===== src/rtl/axi_stream_pkg.sv =====
`default_nettype none
// ============================================================================
//  Module      : axi_stream_pkg
//  Description : Shared types and sizing helper for the AXI-stream word packer.
//  Revision    : 1.0 - initial release
// ============================================================================
package axi_stream_pkg;

    typedef enum logic {
        FILL = 1'b0,
        EMIT = 1'b1
    } pack_state_t;

    function automatic int lanes_f(input int out_w, input int in_w);
        return out_w / in_w;
    endfunction

endpackage
`default_nettype wire


===== src/rtl/axi_stream_word_packer.sv =====
`default_nettype none
// ============================================================================
//  Module      : axi_stream_word_packer
//  Description : Packs narrow AXI-stream words big-endian into OUT_WIDTH blocks,
//                zero-filling the unused lanes of a block closed by s_last.
//  Revision    : 1.0 - initial release
// ============================================================================
module axi_stream_word_packer
    import axi_stream_pkg::*;
#(
    parameter int IN_WIDTH  = 32,
    parameter int OUT_WIDTH = 512,
    localparam int LANES    = lanes_f(OUT_WIDTH, IN_WIDTH),
    localparam int CNT_W    = $clog2(LANES + 1)
) (
    input  logic                 clk,
    input  logic                 reset,
    input  logic                 s_valid,
    output logic                 s_ready,
    input  logic [IN_WIDTH-1:0]  s_data,
    input  logic                 s_last,
    output logic                 m_valid,
    input  logic                 m_ready,
    output logic [OUT_WIDTH-1:0] m_data,
    output logic                 m_last,
    output logic [CNT_W-1:0]     m_words
);

    generate
        if (OUT_WIDTH % IN_WIDTH != 0) begin : g_width_check
            $error("OUT_WIDTH must be a multiple of IN_WIDTH");
        end
    endgenerate

    pack_state_t            r_state, w_state_nxt;
    logic [CNT_W-1:0]       r_idx, w_idx_nxt;
    logic [OUT_WIDTH-1:0]   r_buf, w_buf_nxt;
    logic                   r_last, w_last_nxt;
    logic [CNT_W-1:0]       r_words, w_words_nxt;
    logic                   w_accept;
    logic                   w_close;

    always_comb begin
        w_state_nxt = r_state;
        w_idx_nxt   = r_idx;
        w_buf_nxt   = r_buf;
        w_last_nxt  = r_last;
        w_words_nxt = r_words;
        w_accept    = s_valid && (r_state == FILL);
        w_close     = w_accept && ((r_idx == CNT_W'(LANES - 1)) || s_last);

        case (r_state)
            FILL: begin
                if (w_accept) begin
                    // Lane write and zero-fill of higher lanes land in the same update.
                    for (int l = 0; l < LANES; l++) begin
                        if (CNT_W'(l) == r_idx) begin
                            w_buf_nxt[OUT_WIDTH-1-l*IN_WIDTH -: IN_WIDTH] = s_data;
                        end else if (w_close && (CNT_W'(l) > r_idx)) begin
                            w_buf_nxt[OUT_WIDTH-1-l*IN_WIDTH -: IN_WIDTH] = '0;
                        end
                    end
                    if (w_close) begin
                        w_state_nxt = EMIT;
                        w_idx_nxt   = '0;
                        w_words_nxt = r_idx + CNT_W'(1);
                        w_last_nxt  = s_last;
                    end else begin
                        w_idx_nxt   = r_idx + CNT_W'(1);
                    end
                end
            end
            EMIT: begin
                if (m_ready) begin
                    w_state_nxt = FILL;
                    w_buf_nxt   = '0;
                end
            end
            default: w_state_nxt = FILL;
        endcase
    end

    always_ff @(posedge clk) begin
        if (reset) begin
            r_state <= FILL;
            r_idx   <= '0;
            r_buf   <= '0;
            r_last  <= 1'b0;
            r_words <= '0;
        end else begin
            r_state <= w_state_nxt;
            r_idx   <= w_idx_nxt;
            r_buf   <= w_buf_nxt;
            r_last  <= w_last_nxt;
            r_words <= w_words_nxt;
        end
    end

    assign s_ready = (r_state == FILL);
    assign m_valid = (r_state == EMIT);
    assign m_data  = r_buf;
    assign m_last  = r_last;
    assign m_words = r_words;

endmodule
`default_nettype wire

===== config.mk =====
export PLATFORM = sky130hd
export DESIGN_NAME = axi_stream_word_packer
export DESIGN_NICKNAME = d
export VERILOG_FILES = /design/src/rtl/axi_stream_pkg.sv /design/src/rtl/axi_stream_word_packer.sv
export SDC_FILE = /design/constraint.sdc
export NUM_CORES = 1
export LEC_CHECK = 0
export CAP_MARGIN = 20
export CELL_PAD_IN_SITES_DETAIL_PLACEMENT = 0
export CELL_PAD_IN_SITES_GLOBAL_PLACEMENT = 1
export CORE_ASPECT_RATIO = 1.25
export CORE_MARGIN = 5
export CORE_UTILIZATION = 38
export CTS_CLUSTER_DIAMETER = 200
export DETAILED_ROUTE_END_ITERATION = 10
export PLACE_DENSITY = 0.83
export SYNTH_ARGS = -nofsm -noshare
export SYNTH_HDL_FRONTEND = slang
export SYNTH_SLANG_ARGS = --single-unit

===== constraint.sdc =====
create_clock -name clk -period 3.05 [get_ports clk]
set_input_delay 0.4575 -clock clk [delete_from_list [all_inputs] [get_ports clk]]
set_output_delay 0.4575 -clock clk [all_outputs]
set_load 0.02 [all_outputs]

==> results.toml <==
[status]
status = "completed"

[grt]
initial_antenna_violation_count = 1
wire_length_of_the_first_global_routing_pass_um = 127000
global_route.overflow_total = 0
grt_usage_pct = 27.9
first_global_vias = 19300
grt_max_degree = 134

[detailed_routing]
vias_after_detailed_routing = 19400
avgRoutedWirePerCell_um = 25.3
vias_per_cell = 5.71
antenna_violating_nets_post_route = 0
dr.pass1.iters = 6
drt_iter0_markers = 2135
remaining_drc_errors = 0
detailed_route_wire_length_um = 86000

[yosys]
synthesis.instances = 2239
flops_latches_synth = 524
syn_avg_cell_area_um2 = 9.12
synth.cell_area_mm2 = 0.0204
ys_seq_area_share_pct = 51.4
count_of_unique_library_cells_instantiated_by_yosys = 64
syn_nets = 2279
synth_top_area_share_pct = 51.4
synth.area.top_cells = "dfxtp_1 (51%), a21oi_1 (5.2%), o211ai_1 (4.7%)"
synthTopCellsByCount = "dfxtp_1 (524), nand2_1 (238), a21oi_1 (211)"
synth-async-reset-ratio_pct = 0
ys_dominant_reg_cell = "dfxtp_1"
number_of_enable_flip_flop_cells_after_synthesis = 0
yosysMostFrequentCell = "dfxtp_1"
yosysTopAreaCell = "dfxtp_1"
yosysWarnings = 0

[sta]
final-setup-viol-count = 0
slew-limit-headroom_pct = 26.8
timing.final.hold_violations = 0
final.setup_skew_ns = 0.0223
hold_ws_ns = 0.188
max_slew.worst_pin.slew_ns = 1.09
setup_slack_ns = 0.149
fmaxAchievable_ghz = 0.345
fin_crit_sh_pct = 95.1
unrepaired_setup_endpoints_after_global_routing = "no"
maxSlewViolCount = 0
final.min_clock_period_ns = 2.90
fin_tns_setup_ns = 0

[floorplanning]
floorplan.core_area_mm2 = 0.0535
floorplan.rows = 95
chipHeight_um = 269
design.die.area_mm2 = 0.0585
initial_core_util_pct = 38.2
pin_count = 557
die_width_um = 217

[power]
netSwitchingFraction_pct = 25.8
comb_power_share_pct = 9.0
netSwitchingPower_mw = 3.80
leakage_nw = 9.53
internal-power_mw = 10.9
power_per_cell_area_mw_per_mm2 = 514
power.share.sequential_pct = 47.0
vdd_ir_drop_max_v = 0.000445
pwr-share-clk_pct = 43.9

[placed_design]
dp_worst_setup_slack_ns = 0.253
port_buffers = 556
place_hpwl_um = 58500
gp_routability_congestion = 0.892

[worst_setup_path]
critical_path_class = "flop to primary output"
setup.reg_to_reg.worst_slack_ns = 0.58
worstPathArrival_ns = 2.44
startpoint_type = "flop"
crit_path_end_kind = "primary output"
cp.required_ns = 2.59
crit_fanout = 17

[cts]
clockRootBuffer = "clkbuf_16"
clock_latency_ns = 0.60
holdBufCountCts = 0
clk_path_buf_depth = 3
cts_tree = "done"
htreeDepth = 2
cts_sinks = 524
clock_slew_at_reported_path_ffs_ns = 0.06
cts_made_buffers = 53
post_cts_resized = 0
cts_setup_buffers = 0

[cells_and_area]
layout-drive-gt1-share_pct = 9.66
filler_cell_count_in_the_final_layout = 4749
layout-area-overhead-vs-synth_pct = 40.1
final_nets = 2725

[hold_path]
hold_class = "primary input to flop"

[job]
cap_viol_max_count = 0
[stage by stage]
step                util, %  cells  area (µm²)  power [mW]
global route           53.5   3402       28600        15.2
floorplan                 -   2239       20400        7.75
global placement       50.2   3306       26800        8.37
detailed placement     50.3   3309       26900        8.39
finish                 53.5   3403       28600        14.7
CTS                    53.5   3402       28600        14.8
[power by group through the flow]
stage          Clock (mW)  Combinational (mW)  Sequential [mW]
2_1_floorplan           0               0.635             7.12
5_1_grt              6.86                1.38             6.92
6_report             6.46                1.33             6.92
4_1_cts              6.57                1.32             6.92
3_3_place_gp            0                1.29             7.07
3_5_place_dp            0                1.32             7.07
[sequential cells by signal, indices dropped and copies added (netlist names)]
name     count
r_idx        5
m_last       1
m_words      5
m_valid      1
m_data     512
[routing by layer]
layer / global-route usage (%) / part of all wire, % / routed length (µm)
met3: 8.66 / 9.7 / 8300
met2: 45.9 / 46 / 39900
met1: 33.7 / 39 / 33800
met4: 11.9 / 4.6 / 3930
met5: 0 / 0 / 0
[worst max-delay path, stage by stage (launching register included)]
cell	delay [ns]
dfxtp_2	0.72
clkinv_1	0.45
clkdlybuf4s50_1	0.68
[cell type report]
cell class	instances	area, µm²	share of cell area (%)
inverter	36	135	0.472
clock inverter	20	185	0.647
sequential	524	10500	36.7
clock buffer	73	1520	5.32
tap	679	850	2.97
antenna	1	2.50	0.00875
timing repair buffer	654	6480	22.7
multi-input combinational	1416	8940	31.2
[cell usage in the layout, fill, tap and decap left out, types with 4 or more instances in the layout]
cell type | netlist | final
a32oi_1 | 66 | 66
o32ai_1 | 32 | 32
dfxtp_1 | 524 | 523
o31ai_1 | 33 | 33
clkinv_2 | 0 | 10
nand2b_1 | 104 | 103
nor2b_1 | 34 | 21
nand2_1 | 238 | 237
o21ai_0 | 117 | 117
buf_12 | 0 | 13
o21ai_1 | 21 | 17
o211ai_1 | 128 | 128
clkbuf_8 | 0 | 10
a22o_1 | 32 | 32
nor2_1 | 75 | 72
nand3_1 | 163 | 163
clkdlybuf4s50_1 | 0 | 555
a21oi_4 | 0 | 4
o21ai_4 | 0 | 4
nor2b_2 | 0 | 13
a21oi_1 | 211 | 206
mux2i_1 | 64 | 64
clkbuf_1 | 188 | 9
nor3_1 | 4 | 4
inv_1 | 35 | 35
o2bb2ai_2 | 30 | 30
buf_4 | 3 | 83
clkbuf_16 | 0 | 54
[cell families after synthesis]
logic type	Yosys count	share of synthesized area, %
flip-flops	524	51.4
buffers and inverters	299	6.24
XOR/XNOR	3	0.129
multiplexers	66	3.26
adder cells (fa/ha/maj)	3	0.184
AO/OA/AOI/OAI	693	23.3
AND/OR/NAND/NOR	651	15.5
[path summary, 6_finish.rpt]
kind | to | startpoint | depth (start not counted)
max | s_ready | m_valid | 2
min | m_valid | reset | 2
max reg2reg | m_data[344] | m_valid | 5
min reg2reg | m_data[467] | m_data[467] | 2
Power figures use the tool's default switching activity.
